## src/rtl/crc_serial_engine_pkg.sv

```systemverilog
// Shared types and CRC-8 defaults for the serial CRC engine.
// State encoding, mode codes and reset seed/poly constants.
package crc_pkg;

  typedef enum logic [1:0] {
    ST_IDLE,
    ST_SHIFT,
    ST_OUT
  } state_e;

  localparam logic MODE_GEN = 1'b0;
  localparam logic MODE_CHK = 1'b1;

  localparam logic [7:0] CRC8_POLY = 8'h44;
  localparam logic [7:0] CRC8_SEED = 8'hD8;

endpackage

```

## src/rtl/crc_serial_engine_if.sv

```systemverilog
// Serial frame-in / CRC-out bundle for crc_serial_engine.
// master drives frame bits, slave is the engine.
interface crc_serial_engine_if;

  logic DATA;
  logic ACTIVE;
  logic MODE;
  logic CRC;
  logic VALID;
  logic BUSY;
  logic CHK_DONE;
  logic CHK_ERR;

  modport master (
    output DATA, ACTIVE, MODE,
    input  CRC, VALID, BUSY, CHK_DONE, CHK_ERR
  );

  modport slave (
    input  DATA, ACTIVE, MODE,
    output CRC, VALID, BUSY, CHK_DONE, CHK_ERR
  );

endinterface

```

## src/rtl/crc_serial_engine_lfsr_step.sv

```systemverilog
// One reflected LFSR step: shift right, fold feedback into taps.
// Pure combinational; shared with the parallel CRC block.
module crc_lfsr_step
  import crc_pkg::*;
#(
  parameter int unsigned CRC_WIDTH = 8,
  parameter logic [CRC_WIDTH-1:0] POLY = CRC_WIDTH'(CRC8_POLY)
) (
  input  logic [CRC_WIDTH-1:0] lfsr_i,
  input  logic                 data_i,
  output logic [CRC_WIDTH-1:0] lfsr_o
);

  // The MSB always receives feedback regardless of the tap mask.
  localparam logic [CRC_WIDTH-1:0] TAPS =
    {1'b1, {(CRC_WIDTH-1){1'b0}}} | POLY;

  logic fb;

  assign fb     = data_i ^ lfsr_i[0];
  assign lfsr_o = (lfsr_i >> 1) ^ (fb ? TAPS : '0);

endmodule

```

## src/rtl/crc_serial_engine.sv

```systemverilog
// Bit-serial CRC generator/checker with per-frame reseed.
// Generate frames shift the CRC out LSB first; check frames flag residue.
module crc_serial_engine
  import crc_pkg::*;
#(
  parameter int unsigned CRC_WIDTH = 8,
  parameter logic [CRC_WIDTH-1:0] POLY = CRC_WIDTH'(CRC8_POLY),
  parameter logic [CRC_WIDTH-1:0] SEED = CRC_WIDTH'(CRC8_SEED)
) (
  input logic CLK,
  input logic RST,
  crc_serial_engine_if.slave bus
);

  localparam int unsigned CW = $clog2(CRC_WIDTH + 1);
  localparam logic [CW-1:0] CNT_LAST = CW'(CRC_WIDTH);

  state_e state_q, state_d;
  logic [CRC_WIDTH-1:0] lfsr_q, lfsr_d;
  logic [CRC_WIDTH-1:0] step_in, step_out;
  logic [CW-1:0] cnt_q, cnt_d;
  logic mode_q, mode_d;
  logic crc_q, crc_d;
  logic valid_q, valid_d;
  logic done_q, done_d;
  logic err_q, err_d;

  // Frame starts (IDLE or OUT) always step from SEED.
  assign step_in = (state_q == ST_SHIFT) ? lfsr_q : SEED;

  crc_lfsr_step #(
    .CRC_WIDTH(CRC_WIDTH),
    .POLY     (POLY)
  ) u_step (
    .lfsr_i(step_in),
    .data_i(bus.DATA),
    .lfsr_o(step_out)
  );

  always_comb begin
    state_d = state_q;
    lfsr_d  = lfsr_q;
    cnt_d   = cnt_q;
    mode_d  = mode_q;
    crc_d   = 1'b0;
    valid_d = 1'b0;
    done_d  = 1'b0;
    err_d   = err_q;
    unique case (state_q)
      ST_IDLE: begin
        cnt_d = '0;
        if (bus.ACTIVE) begin
          lfsr_d  = step_out;
          mode_d  = bus.MODE;
          state_d = ST_SHIFT;
        end else begin
          lfsr_d = SEED;
        end
      end
      ST_SHIFT: begin
        if (bus.ACTIVE) begin
          lfsr_d = step_out;
        end else if (mode_q == MODE_GEN) begin
          crc_d   = lfsr_q[0];
          valid_d = 1'b1;
          lfsr_d  = lfsr_q >> 1;
          cnt_d   = CW'(1);
          state_d = ST_OUT;
        end else begin
          done_d  = 1'b1;
          err_d   = |lfsr_q;
          lfsr_d  = SEED;
          state_d = ST_IDLE;
        end
      end
      ST_OUT: begin
        if (bus.ACTIVE) begin
          lfsr_d  = step_out;
          mode_d  = bus.MODE;
          cnt_d   = '0;
          state_d = ST_SHIFT;
        end else if (cnt_q < CNT_LAST) begin
          crc_d   = lfsr_q[0];
          valid_d = 1'b1;
          lfsr_d  = lfsr_q >> 1;
          cnt_d   = cnt_q + CW'(1);
        end else begin
          lfsr_d  = SEED;
          cnt_d   = '0;
          state_d = ST_IDLE;
        end
      end
      default: begin
        lfsr_d  = SEED;
        cnt_d   = '0;
        state_d = ST_IDLE;
      end
    endcase
  end

  always_ff @(posedge CLK) begin
    if (!RST) begin
      state_q <= ST_IDLE;
      lfsr_q  <= SEED;
      cnt_q   <= '0;
      mode_q  <= 1'b0;
      crc_q   <= 1'b0;
      valid_q <= 1'b0;
      done_q  <= 1'b0;
      err_q   <= 1'b0;
    end else begin
      state_q <= state_d;
      lfsr_q  <= lfsr_d;
      cnt_q   <= cnt_d;
      mode_q  <= mode_d;
      crc_q   <= crc_d;
      valid_q <= valid_d;
      done_q  <= done_d;
      err_q   <= err_d;
    end
  end

  assign bus.CRC      = crc_q;
  assign bus.VALID    = valid_q;
  assign bus.BUSY     = (state_q != ST_IDLE);
  assign bus.CHK_DONE = done_q;
  assign bus.CHK_ERR  = err_q;

endmodule

```

## src/flat_wrapper.sv

```systemverilog
// flat-port wrapper written by rule: the top's interface ports become plain ports
module crc_serial_engine_flat import crc_pkg::*;
#(
  parameter int unsigned CRC_WIDTH = 8,
  parameter logic [CRC_WIDTH-1:0] POLY = CRC_WIDTH'(CRC8_POLY),
  parameter logic [CRC_WIDTH-1:0] SEED = CRC_WIDTH'(CRC8_SEED)
)
  (CLK, RST, bus_DATA, bus_ACTIVE, bus_MODE, bus_CRC, bus_VALID, bus_BUSY, bus_CHK_DONE, bus_CHK_ERR);
  crc_serial_engine_if bus_i ();
  input logic CLK;
  input logic RST;
  input wire logic [$bits(bus_i.DATA)-1:0] bus_DATA;
  input wire logic [$bits(bus_i.ACTIVE)-1:0] bus_ACTIVE;
  input wire logic [$bits(bus_i.MODE)-1:0] bus_MODE;
  output wire logic [$bits(bus_i.CRC)-1:0] bus_CRC;
  output wire logic [$bits(bus_i.VALID)-1:0] bus_VALID;
  output wire logic [$bits(bus_i.BUSY)-1:0] bus_BUSY;
  output wire logic [$bits(bus_i.CHK_DONE)-1:0] bus_CHK_DONE;
  output wire logic [$bits(bus_i.CHK_ERR)-1:0] bus_CHK_ERR;
  assign bus_i.DATA = bus_DATA;
  assign bus_i.ACTIVE = bus_ACTIVE;
  assign bus_i.MODE = bus_MODE;
  assign bus_CRC = bus_i.CRC;
  assign bus_VALID = bus_i.VALID;
  assign bus_BUSY = bus_i.BUSY;
  assign bus_CHK_DONE = bus_i.CHK_DONE;
  assign bus_CHK_ERR = bus_i.CHK_ERR;
  crc_serial_engine #(.CRC_WIDTH(CRC_WIDTH), .POLY(POLY), .SEED(SEED)) u_core (.CLK(CLK), .RST(RST), .bus(bus_i));
endmodule
```

## config.mk

```make
export PLATFORM = sky130hd
export DESIGN_NAME = crc_serial_engine_flat
export DESIGN_NICKNAME = d
export VERILOG_FILES = /design/src/rtl/crc_serial_engine_pkg.sv /design/src/rtl/crc_serial_engine_if.sv /design/src/rtl/crc_serial_engine_lfsr_step.sv /design/src/rtl/crc_serial_engine.sv /design/src/flat_wrapper.sv
export SDC_FILE = /design/constraint.sdc
export NUM_CORES = 1
export LEC_CHECK = 0
export ABC_CLOCK_PERIOD_IN_PS = 2950
export BUFFER_PORTS_ARGS = -buffer_cell sky130_fd_sc_hd__buf_2
export CORE_UTILIZATION = 58
export DETAILED_ROUTE_END_ITERATION = 7
export PLACE_DENSITY = 0.74
export SLEW_MARGIN = 20
export SYNTH_ARGS = -nofsm -noshare
export SYNTH_HDL_FRONTEND = slang
export SYNTH_HIERARCHICAL = 1
export SYNTH_SLANG_ARGS = --single-unit
```

## constraint.sdc

```tcl
create_clock -name CLK -period 2.95 [get_ports CLK]
set_clock_uncertainty 0.1 [all_clocks]
set_input_delay 0.295 -clock CLK [delete_from_list [all_inputs] [get_ports CLK]]
set_output_delay 0.295 -clock CLK [all_outputs]
set_load 0.005 [all_outputs]
```

Word-level counts from Yosys, hierarchy flattened. Index checks and enable logic that the tools add are counted.

Bits in registers: 19. Input port bits: 5. Output and inout port bits: 5. Word-level logic and storage cells: 60.

$add $sub $neg: 1. Order comparisons: 1. Equal/unequal tests: 6. Mux-type cells: 30. Bitwise gates (word level): 5. Reductions and logical operators: 9.

Operators with widths (number): $mux W8 (7); $pmux W8 S3 (1); $mux W4 (4); $mux W2 (5); $mux W1 (9); $pmux W4 S2 (1); $reduce_or A8 Y1 (1); $xor A7 B8 Y8 (1); $ne A2 B2 Y1 const B (3); $pmux W2 S3 (1); $reduce_and A3 Y1 (2); $add A4 B1 Y4 const B (1); $lt A4 B4 Y1 const B (1); $pmux W1 S2 (2); $reduce_and A2 Y1 (2); $ne A3 B3 Y1 const B (1); $not A1 Y1 (3); $reduce_or A3 Y1 (1); $eq A2 B1 Y1 const B (1); $eq A2 B2 Y1 const B (1); $logic_not A2 Y1 (1); $reduce_bool A2 Y1 (1); $reduce_or A2 Y1 (1); $xor A1 B1 Y1 (1).

Longest topological paths before layout. Gate-level depths: netlist (run 1).

Depth in word-level cells: 7. Gate-level depth with buffers: 8. Mapped depth without buffers: 7.

Modules after synthesis. The synthesis (run 1) kept the hierarchy.

Modules (own cells, without submodules): crc_serial_engine (times used 1, cells each 127, area each 1106.1 um^2, seq. area each 380.4 um^2); crc_lfsr_step (times used 1, cells each 9, area each 101.3 um^2, seq. area each 0.0 um^2).

Least setup slack after synthesis (run 1). No wires, ideal clock.

Kind: reg-to-reg. Start: register u_core.state_q[1]. End: register u_core.lfsr_q[6]. Setup time: 0.133 ns. Arrival time: 1.814 ns. Setup slack: 0.903 ns. Stages on the path, launching flop included: 9. Clock period less this slack: 2.047 ns. Path through: dfxtp_1 inv_1 ha_1 clkbuf_1 and2_1 xor3_1 nand2b_1 o311ai_0 nand3_1.

Longest elaborated chain between the ends: 7. Elaborated cells on any way between the ends: 11. Classes of those cells: eq/ne: 2; mux: 6; bitwise: 2; reduce/logical: 1.

Ends and longest elaborated chain: from (decl) (line crc_serial_engine.sv:18) `state_e state_q, state_d;`; from (signal assigned) (line crc_serial_engine.sv:112) `state_q <= state_d;`; $eq A2 B1 Y1 * (line crc_serial_engine.sv:29) `assign step_in = (state_q == ST_SHIFT) ? lfsr_q : SEED;`; $mux W8 * (line crc_serial_engine.sv:29); via u_core.step_in[0] (line crc_serial_engine.sv:20) `logic [CRC_WIDTH-1:0] step_in, step_out;`; $xor A1 B1 Y1 * (line crc_serial_engine_lfsr_step.sv:20) `assign fb = data_i ^ lfsr_i[0];`; $mux W8 * (line crc_serial_engine_lfsr_step.sv:21) `assign lfsr_o = (lfsr_i >> 1) ^ (fb ? TAPS : '0);`; $xor A7 B8 Y8 * (line crc_serial_engine_lfsr_step.sv:21); via u_core.step_out[6] (line crc_serial_engine.sv:20); $mux W8 (on tied branches) (line crc_serial_engine.sv:77, crc_serial_engine.sv:52, crc_serial_engine.sv:61); $pmux W8 S3 * (line crc_serial_engine.sv:49) `unique case (state_q)`; to (signal assigned) (line crc_serial_engine.sv:113) `lfsr_q <= lfsr_d;`; to (decl) (line crc_serial_engine.sv:19) `logic [CRC_WIDTH-1:0] lfsr_q, lfsr_d;`.

The timed path passes the listed nets; every way through them passes the cells marked *. A chain may end at the register's enable or synchronous reset.

Final worst setup path (run 1). Same ends and word-level chain as after synthesis.

==> results of run 1 <==
==> power groups by stage <==
stage	combinational [W]	clock, W	sequential, W
after floorplan	0.000129	0	0.000293
after global placement	0.000145	0	0.000300
after detailed placement	0.000149	0	0.000301
after CTS	0.000149	0.000136	0.000296
after global routing	0.000164	0.000146	0.000298
final	0.000151	0.000132	0.000296
==> registers in the layout (all words and copies together), names as in the netlist <==
| register | flops |
|---|---|
| u_core/bus.CHK_DONE | 1 |
| u_core/bus.CHK_ERR | 1 |
| u_core/bus.CRC | 1 |
| u_core/bus.VALID | 1 |
| u_core/cnt_q | 4 |
| u_core/lfsr_q | 8 |
| u_core/mode_q | 1 |
| u_core/state_q | 2 |
==> routing by layer <==
metal	GRT usage	share of wire
met4	0.0889	0.010
met2	0.378	0.49
met1	0.306	0.46
met3	0.0340	0.039
met5	0	0
==> worst max-delay path, delay by kind of cell (launching register included) <==
| kind | cells | cell delay, ps |
|---|---|---|
| and+or+nand+nor | 3 | 530 |
| adders and majority gates | 1 | 460 |
| xor gates and xnor gates | 1 | 400 |
| DFF | 1 | 360 |
| AOI/OAI and AO/OA | 1 | 130 |
| buffers and inverters | 1 | 100 |
==> synthesized netlist by cell type <==
cell,count
nor3b_1,1
nor2_1,3
and2b_2,1
nand2_1,11
nand4_1,3
and2b_1,1
nand2b_1,7
nor2_2,1
o311ai_1,2
and3_2,1
a31oi_1,2
o31a_1,3
o31ai_1,1
nor2b_1,6
xor3_1,2
inv_1,5
mux2i_1,2
o21ai_0,8
o311ai_0,2
nand3_1,4
buf_2,3
xor2_1,1
o21a_1,1
clkbuf_1,2
a221oi_1,1
nor2b_4,1
o21ai_1,5
o31ai_4,1
dfxtp_1,19
nor4_1,2
and2_1,5
and3b_1,2
buf_6,2
a21boi_1,1
or2b_1,1
nor4b_2,1
o22ai_1,2
ha_1,7
nor3_1,1
a21oi_1,4
buf_4,6
o2111ai_1,2
==> placed cells by master, fill, tap and decap left out, types with 3 or more instances in the layout <==
master    count
dfxtp_1      19
inv_1         5
nand3_1       4
nand4_1       3
o21ai_0       8
clkbuf_4      3
o21ai_1       5
nor2_1        3
o31a_1        3
nand2_1      11
and2_1        5
ha_1          7
a21oi_1       4
buf_2         9
nand2b_1      7
nor2b_1       6
==> final timing paths <==
kind                            depth (start not counted)          endpoint              start  slack (ps)
worst min-delay path                                    3     u_core/mode_q           bus_MODE         150
worst max register to register                          7  u_core/lfsr_q[6]  u_core/state_q[1]         760
worst min register to register                          2   u_core/cnt_q[1]    u_core/cnt_q[1]         400
worst max-delay path                                    7  u_core/lfsr_q[6]  u_core/state_q[1]         760
==> metrics by stage <==
stage                util  total power (W)  std cells  setup WS (ps)  hold slack (ps)
floorplan               -         0.000422        136            903              361
global placement    0.610         0.000445        159            857              374
detailed placement  0.610         0.000450        159            786              386
CTS                 0.624         0.000581        163            765              146
global route        0.624         0.000609        163            620              167
finish              0.624         0.000579        163            759              154
==> area by class of cell <==
class / count / area (sq um)
sequential: 19 / 380
timing repair buffer: 9 / 45.0
clock buffer: 3 / 22.5
fill: 176 / 738
inverter: 5 / 18.8
clock inverter: 1 / 5.00
multi-input combinational: 99 / 718
tap: 27 / 33.8
==> logic make-up (layout without fill, tap and decap cells) <==
| family | Yosys count | after routing | synth area share |
|---|---|---|---|
| AO/OA/AOI/OAI | 35 | 35 | 0.200 |
| XOR/XNOR | 3 | 3 | 0.0466 |
| adder cells (fa/ha/maj) | 7 | 7 | 0.0725 |
| buffers and inverters | 18 | 18 | 0.0902 |
| flip-flops | 19 | 19 | 0.315 |
| multiplexers | 2 | 2 | 0.0166 |
| AND/OR/NAND/NOR | 52 | 52 | 0.259 |
==> summary.txt, run 1 <==
GRT
  – Grt total ovfl: 0
  – Largest net degree at the start of global routing: 32
  – Total track usage: 0.231
  – First-pass GRT wire length: ~3600 microns
  – Initial antenna violation count: 0
  – Vias in the first global route: between 800 and 900

Yosys
  – Synth area leader: dfxtp_1
  – Sequential cell area fraction in the yosys report: 0.315
  – Unique masters post-synth: 42
  – Syn Inst Count: ~140
  – Syn Area/Cell: 8.88 sq um
  – Synth Cell Area: approximately 1200 sq um
  – Share of the synthesized area in the top cell type: 0.315
  – Synthesized flop and latch total: 19
  – Warnings, synthesis: 6
  – Net Count, Synth: approximately 150
  – Synth top area cells: dfxtp_1 (32%), ha_1 (7.3%), xor3_1 (3.9%)

Power
  – Switching power: ~0.00019 W
  – LEAKAGE: about 0.5 nW
  – Internal Pwr Total: 0.000389 W
  – Comb power frac: 0.261
  – Switching portion of total power: 0.328
  – Flop pwr share: 0.511
  – Peak VDD IR: 0.000319 V
  – Clock Power Share: 0.228
  – Power Dens Cells: 473 nW/um^2

Critical path
  – CP Cell Sequence: inv_1, ha_1, and2_1, xor3_1, nand2b_1, o311ai_0, nand3_1
  – Worst-path fanout max: 15
  – Crit path arrival time: ~2300 ps
  – CP Launch Type: flip-flop
  – CP max-delay cell: ha_1
  – Worst Setup End Kind: flip-flop
  – WS Path Type: flip-flop to flip-flop
  – Critical Path RT: 3030 ps
  – Slowest stage delay, CP: approximately 460 ps

Placed design
  – Detailed Place HPWL: roughly 1700 microns
  – Routability Congestion: between 0.8 and 0.9
  – Post-DP Area: 1200 sq um
  – Port bufs: 9

Clock network
  – Skew-Pair Late Insertion Delay: 290 ps
  – CTS resizes: 0
  – Clock tree root driver cell: clkbuf_4
  – Reg clk slew, reported paths: ~110 ps
  – CTS H-tree lvls: 1
  – Clock buffer depth: 2
  – TritonCTS clock tree: done
  – CTS Hold Bufs: 0
  – Clk sink count: 19
  – Setup bufs post-CTS: 0
  – CTS Buf Count: 3

Floorplanning
  – Die area: 2270 sq um
  – Initial Util: 0.615
  – Core outline area: 1960 sq um
  – Die Y: 47.6 microns
  – Chip width: about 48 microns
  – I/O pins: 10
  – Cell Rows: 16

Timing
  – Final Setup Violations: 0
  – Max frequency: 0.456 GHz
  – Slew @ Worst Pin: 621 ps
  – Final Hold Vio Count: 0
  – Max-slew headroom: 0.583
  – Final Max Tran Viols: 0
  – Fin Setup TNS: 0 ps
  – Tcrit/Tclk final: 0.743
  – Min Tclk post-route: 2190 ps
  – RSZ-0062 raised after global routing: false

Finish
  – Nets: between 100 and 150
  – Share of cells above drive strength 1: 0.140
  – Final instance area: 1220 sq um
  – P&R area growth vs syn: 1.35%
  – Antenna cells: 0

Status
  – Outcome: finished clean

Drt
  – Post-route DRC: 0
  – Vias per cell: 5.94
  – WL per Instance: roughly 15 microns
  – 1st-pass router iterations: 4
  – DR iter-0 viols: 36
  – Final ANT Viol Nets: 0
  – Vias: just under 1000
  – Wirelength, routed: roughly 2400 microns

Worst hold path
  – Hold Path Class: input port to flip-flop

Job
  – Max cap viols: 0
(Power assumes the default switching activity.)
==> run 2: changes to the inputs <==
- ABC_CLOCK_PERIOD_IN_PS: 2950 -> 2100
- clock period: 2.95 -> 2.1 ns (I/O delays scaled with it)
==> run 2 against run 1 <==
Routed wire length shrank 2.5%. Die area is the same. Final cell count grew 0.61%. Worst hold slack lost 79 ps. Final area grew 0.72%. Flip-flop and latch count is the same. Sequential share of layout area shrank 0.12 points. Clock power grew 40%. Global-route usage shrank 0.70 points. Combinational power grew 44%. Via count shrank 0.41%. Largest cell class unchanged.
==> summary.txt, run 2 (synthesized netlist as in run 1, its figures left out) <==
Finish
  – Nets: 150 (+0.67%)
  – Most frequent cells in the layout: dfxtp_1 (18), nand2_1 (11), buf_2 (9)
  – P&R area growth vs syn: 2.07%
  – # fillers: 190 (+8.0%)
  – Antenna cells: 0 (unchanged)
  – Share of cells above drive strength 1: 0.153 (+0.0136)
  – Final core occ: 0.628 (+0.00447)
  – Most common cell after layout, fill and taps aside: dfxtp_1
  – Biggest regs: u_core/lfsr_q (8), u_core/cnt_q (4), u_core/state_q (2)
  – Top reg by flops: u_core/lfsr_q
  – Max reg flops: 8 (unchanged)

Critical path
  – Crit path arrival time: 1970 ps (-300 ps)
  – Worst r2r src: u_core/state_q[1]
  – WS Path Type: flip-flop to flip-flop
  – Worst Setup End Kind: flip-flop
  – Reg2Reg Depth: 7 (unchanged)
  – Critical Path RT: 2180 ps (-850 ps)
  – R2R setup slack: 210 ps (-550 ps)
  – Worst-path fanout max: 5 (-10)
  – Slowest stage delay, CP: 410 ps (-50 ps)
  – CP max-delay cell: xor3_1
  – Reg-to-Reg End: u_core/lfsr_q[6]
  – CP Launch Type: flip-flop
  – CP Cell Sequence: inv_1, ha_1, and2_1, xor3_1, nand2b_1, o311ai_0, nand3_1

Power
  – LEAKAGE: 0.494 nW (+1.2%)
  – Peak VDD IR: 0.000394 V (+24%)
  – Power Dens Cells: 664 nW/um^2 (+40%)

Drt
  – DR iter-0 viols: 22 (-39%)
  – Vias: 965 (-0.41%)
  – WL per Instance: 14.3 microns (-3.1%)
  – Final ANT Viol Nets: 0 (unchanged)
  – Post-route DRC: 0 (unchanged)
  – Wirelength, routed: 2350 microns (-2.5%)
  – Vias per cell: 5.88 (-1.0%)
  – 1st-pass router iterations: 4 (unchanged)

Timing
  – Hold WS: 75.0 ps (-79.3 ps)
  – Final Hold Vio Count: 0 (unchanged)
  – Tcrit/Tclk final: 0.901 (+0.158)
  – Slew @ Worst Pin: 554 ps (-66.4 ps)
  – Final Max Tran Viols: 0 (unchanged)
  – Fin Setup TNS: 0 ps (unchanged)
  – RSZ-0062 raised after global routing: false
  – Final Setup Violations: 0 (unchanged)
  – Max frequency: 0.529 GHz (+16%)
  – Min Tclk post-route: 1890 ps (-299 ps)
  – Max-slew headroom: 0.627 (+0.0447)

GRT
  – First-pass GRT wire length: 3520 microns (-2.7%)
  – M3 GR Usage: 0.0415 (+0.00755)
  – GR Util met1: 0.274 (-0.0320)
  – Vias in the first global route: 815 (+0.62%)
  – Grt total ovfl: 0 (unchanged)
  – Initial antenna violation count: 0 (unchanged)
  – Most used routing layer: met2
  – Met2 Use GR: 0.370 (-0.00822)
  – Largest net degree at the start of global routing: 32 (unchanged)
  – Total track usage: 0.224 (-0.00699)

Floorplanning
  – Die area: 2270 sq um (unchanged)
  – I/O pins: 10 (unchanged)
  – Cell Rows: 16 (unchanged)
  – Core outline area: 1960 sq um (unchanged)
  – Initial Util: 0.615 (unchanged)
  – Chip width: 47.6 microns (unchanged)
  – Die Y: 47.6 microns (unchanged)

Clock network
  – CTS Hold Bufs: 0 (unchanged)
  – TritonCTS clock tree: done
  – Clock tree root driver cell: clkbuf_4
  – CTS Buf Count: 3 (unchanged)
  – CTS H-tree lvls: 1 (unchanged)
  – Clock buffer depth: 2 (unchanged)
  – Skew-Pair Late Insertion Delay: 290 ps (about the same)
  – Clk sink count: 19 (unchanged)
  – Reg clk slew, reported paths: 110 ps (about the same)

Placed design
  – Port bufs: 9 (unchanged)
  – Detailed Place HPWL: 1660 microns (-4.7%)
  – Routability Congestion: 0.759 (-10%)

Worst hold path
  – WHS Path Cells: 3 (unchanged)
  – Hold Startpoint: bus_MODE
  – Worst Hold Path EP: u_core/mode_q
  – Hold Path Class: input port to flip-flop

Job
  – Max cap viols: 0 (unchanged)

Status
  – Outcome: finished clean
==> run 2: changes by cell type in the layout (fill, tap and decap cells not counted) <==
cell	delta
buf_4	+1
dfxtp_2	+1
dfxtp_1	-1
==> run 2: critical path: cells and delay by family (launching register included) <==
family | cells | cell delay, ps
buf+inv | 1 | 100
xor+xnor | 1 | 410
compound gates | 1 | 160
fa+ha+maj | 1 | 170
flops | 1 | 360
simple gates | 3 | 480
==> run 2: worst max path at each step <==
stage	end	startpoint	slack (ps)	cells after the start
floorplan	u_core/lfsr_q[6]	u_core/state_q[1]	50	8
global route	u_core/lfsr_q[6]	u_core/state_q[1]	30	7
CTS	u_core/lfsr_q[6]	u_core/state_q[1]	180	7
global placement	u_core/lfsr_q[6]	u_core/state_q[1]	310	7
finish	u_core/lfsr_q[6]	u_core/state_q[1]	210	7
detailed placement	u_core/lfsr_q[6]	u_core/state_q[1]	200	7
==> run 2: area by class of cell <==
cell class | count | area (sq um) | area share
Inverter | 5 | 18.8 | 0.0152
Sequential cell | 19 | 382 | 0.310
Tap cell | 27 | 33.8 | 0.0274
Multi-Input combinational cell | 99 | 718 | 0.583
Clock buffer | 3 | 22.5 | 0.0183
Clock inverter | 1 | 5.00 | 0.00406
Timing Repair Buffer | 10 | 52.6 | 0.0426
==> run 2: routing by layer <==
metal / wire [microns] / part of all wire
met3: 68 / 0.029
met4: 72 / 0.031
met5: 0 / 0
met1: 1090 / 0.46
met2: 1130 / 0.48
==> run 2: through the flow <==
step,worst slack [ps],instance area [sq um],power [W],cells
3_3_place_gp,309,1200,0.000630,160
6_report,208,1230,0.000818,164
5_1_grt,29.7,1230,0.000859,164
3_5_place_dp,203,1200,0.000637,160
4_1_cts,182,1230,0.000821,164
2_1_floorplan,53.2,1210,0.000593,136
==> run 2: timing repair <==
item | 4_1_cts | 5_1_grt
buffers inserted | 0 | 0
resized for setup | 0 | 1
setup endpoints to repair | 0 | 1
==> run 2: power by group <==
group          switching [W]  internal, W  leakage [nW]
clock               0.000114    0.0000708        0.0177
sequential         0.0000289     0.000387         0.155
combinational       0.000125    0.0000916         0.320
==> run 3: changes to the inputs <==
- CELL_PAD_IN_SITES_DETAIL_PLACEMENT: default -> 0
- CELL_PAD_IN_SITES_GLOBAL_PLACEMENT: default -> 1
- CORE_UTILIZATION: 58 -> 43
- PLACE_DENSITY: 0.74 -> 0.72
- SYNTH_HIERARCHICAL: 1 -> default
==> run 3 against run 2 <==
Global-route usage is 4.8 points lower. Setup slack worse by 9.8 ps. Critical path depth is 1 lower. Final area is 7.1% lower. Utilization is 12 points lower. Die area is 17% higher. Routed wire length is 11% lower. Critical endpoint is now u_core.state_q[1]. Largest cell class unchanged.
==> summary.txt, run 3 <==
Status
  – Outcome: finished clean

Yosys
  – Syn Inst Count: 117 (-14%)
  – Post-synth ARST share: 0 (unchanged)
  – Net Count, Synth: 128 (-14%)
  – Warnings, synthesis: 0 (-6)
  – Syn Area/Cell: 9.04 sq um (+1.8%)
  – Synth top area cells: dfxtp_1 (36%), ha_1 (7.1%), nor2_1 (3.2%)
  – Synthesized flop and latch total: 19 (unchanged)
  – Synth area leader: dfxtp_1
  – Share of the synthesized area in the top cell type: 0.360 (+0.0447)
  – EDFF count, synth: 0 (unchanged)
  – Unique masters post-synth: 43 (+2.4%)
  – Top-count cell post-synth: dfxtp_1
  – Synth top cells by count: dfxtp_1 (19), nor2_1 (9), inv_1 (7), nand2_1 (7)
  – Ys flop type: dfxtp_1
  – Synth Cell Area: 1060 sq um (-12%)
  – Sequential cell area fraction in the yosys report: 0.360 (+0.0447)

Critical path
  – CP startpoint: u_core.state_q[1]
  – Top cell by count, worst path: inv_1
  – CP Cell Sequence: inv_1, ha_1, inv_1, a22oi_2, mux2_1, nor2b_1
  – Worst-path fanout max: 10 (+5)
  – WS Path Type: flip-flop to flip-flop
  – Critical Path RT: 2240 ps (+60 ps)
  – CP max-delay cell: ha_1
  – Slowest stage delay, CP: 420 ps (about the same)
  – Crit path arrival time: 2040 ps (+70 ps)
  – Worst Setup End Kind: flip-flop
  – CP Launch Type: flip-flop
  – Worst r2r src: u_core.state_q[1]

Drt
  – Vias: 842 (-13%)
  – Post-route DRC: 0 (unchanged)
  – WL per Instance: 13.7 microns (-4.8%)
  – Final ANT Viol Nets: 0 (unchanged)
  – Vias per cell: 5.47 (-7.1%)
  – Wirelength, routed: 2100 microns (-11%)
  – 1st-pass router iterations: 4 (unchanged)
  – DR iter-0 viols: 28 (+27%)

Placed design
  – Detailed Place HPWL: 1630 microns (-1.6%)
  – Routability Congestion: 0.752 (-0.91%)
  – Post-DP Area: 1110 sq um (-7.4%)
  – Port bufs: 9 (unchanged)

GRT
  – Initial antenna violation count: 0 (unchanged)
  – Largest net degree at the start of global routing: 16 (-50%)
  – Grt total ovfl: 0 (unchanged)
  – Total track usage: 0.176 (-0.0479)
  – Vias in the first global route: 804 (-1.3%)
  – First-pass GRT wire length: 3450 microns (-2.0%)

Finish
  – Most common cell after layout, fill and taps aside: dfxtp_1
  – Nets: 138 (-8.0%)
  – P&R area growth vs syn: 8.28%
  – Share of cells above drive strength 1: 0.167 (+0.0134)
  – Max reg flops: 8 (unchanged)
  – Biggest regs: u_core.lfsr_q (8), u_core.cnt_q (4), u_core.state_q (2)
  – # fillers: 236 (+24%)
  – Antenna cells: 0 (unchanged)
  – Final instance area: 1140 sq um (-7.1%)
  – Top reg by flops: u_core.lfsr_q
  – Most frequent cells in the layout: dfxtp_1 (19), nor2_1 (9), buf_2 (9)

Floorplanning
  – Cell Rows: 17 (+1)
  – Die Y: 51.6 microns (+8.3%)
  – Chip width: 51.6 microns (+8.3%)
  – I/O pins: 10 (unchanged)
  – Core outline area: 2250 sq um (+15%)
  – Initial Util: 0.469 (-0.147)
  – Die area: 2660 sq um (+17%)

Clock network
  – Setup bufs post-CTS: 0 (unchanged)
  – TritonCTS clock tree: done
  – Clock buffer depth: 2 (unchanged)
  – CTS Buf Count: 3 (unchanged)
  – CTS resizes: 0 (unchanged)
  – Clock tree root driver cell: clkbuf_4
  – CTS Hold Bufs: 0 (unchanged)
  – CTS H-tree lvls: 1 (unchanged)
  – Reg clk slew, reported paths: 110 ps (about the same)
  – Skew-Pair Late Insertion Delay: 290 ps (about the same)
  – Clk sink count: 19 (unchanged)

Timing
  – Max-slew headroom: 0.733 (+0.106)
  – RSZ-0062 raised after global routing: false
  – Final Hold Vio Count: 0 (unchanged)
  – Min Tclk post-route: 1900 ps (+9.77 ps)
  – Max frequency: 0.526 GHz (-0.51%)
  – Tcrit/Tclk final: 0.906 (+0.00465)
  – Slew @ Worst Pin: 400 ps (-154 ps)
  – Final Setup Violations: 0 (unchanged)
  – Fin Setup TNS: 0 ps (unchanged)
  – Final Max Tran Viols: 0 (unchanged)

Power
  – Peak VDD IR: 0.000417 V (+5.9%)
  – Power Dens Cells: 790 nW/um^2 (+19%)
  – LEAKAGE: 0.485 nW (-1.7%)

Worst hold path
  – Hold Path Class: input port to flip-flop
  – Hold Startpoint: bus_MODE

Job
  – Max cap viols: 0 (unchanged)
[run 3: changes by cell type after synthesis, moves of 3 or more]
cell	before	now
o31a_1	3	0
nand2_1	11	7
buf_2	3	0
nor2_1	3	9
buf_4	6	2
o21ai_0	8	4
nand2b_1	7	4
[run 3: worst paths after layout]
kind | to | slack, ps | cells past startpoint
hold reg to reg | u_core.lfsr_q[0] | 380 | 1
setup reg to reg | u_core.state_q[1] | 200 | 6
hold / removal | u_core.mode_q | 70 | 3
setup / recovery | u_core.state_q[1] | 200 | 6
[run 3: cells by family (layout without fill, tap and decap cells)]
kind of cell	Yosys count	after routing	synth area share
AOI/OAI and AO/OA	30	30	0.201
muxes	4	4	0.0391
adders and majority gates	6	6	0.0710
xor gates and xnor gates	1	1	0.0260
DFF	19	19	0.360
and+or+nand+nor	46	46	0.257
buffers and inverters	11	20	0.0462
[run 3: through the flow]
step	utilization	hold slack, ps	power [W]	setup WS [ps]	cells
3_5_place_dp	0.494	349	0.000725	211	150
3_3_place_gp	0.494	345	0.000728	171	150
2_1_floorplan	-	268	0.000655	414	117
4_1_cts	0.508	66.4	0.000913	175	154
5_1_grt	0.508	79.1	0.000966	53.8	154
6_report	0.508	68.5	0.000904	198	154
[run 3: routing by layer]
| layer | wire, microns | vias to the layer above | global-route usage |
|---|---|---|---|
| met4 | 17 | 0 | 0.0721 |
| li1 | - | 430 | - |
| met5 | 0 | - | 0 |
| met1 | 1060 | 387 | 0.238 |
| met3 | 75 | 2 | 0.0263 |
| met2 | 946 | 23 | 0.277 |
[run 3: cell type report]
class	instances	area [sq um]	share of cell area
Clock inverter	1	7.51	0.00656
Tap cell	28	35.0	0.0306
Sequential cell	19	380	0.332
Multi-Input combinational cell	87	628	0.549
Timing Repair Buffer	9	45.0	0.0393
Clock buffer	3	22.5	0.0197
Inverter	7	26.3	0.0230
[run 3: worst max-delay path: cells and delay by family (launching register included)]
family	cells	cell delay (ps)
DFF	1	340
buffers and inverters	2	280
AOI/OAI and AO/OA	1	270
and+or+nand+nor	1	100
adders and majority gates	1	420
muxes	1	340
[run 3: report_power, final]
part           internal, W  switching, W  leakage [nW]
Sequential        0.000399     0.0000315         0.155
Combinational     0.000119      0.000169         0.316
Clock            0.0000723      0.000113        0.0139
Total             0.000590      0.000314         0.485
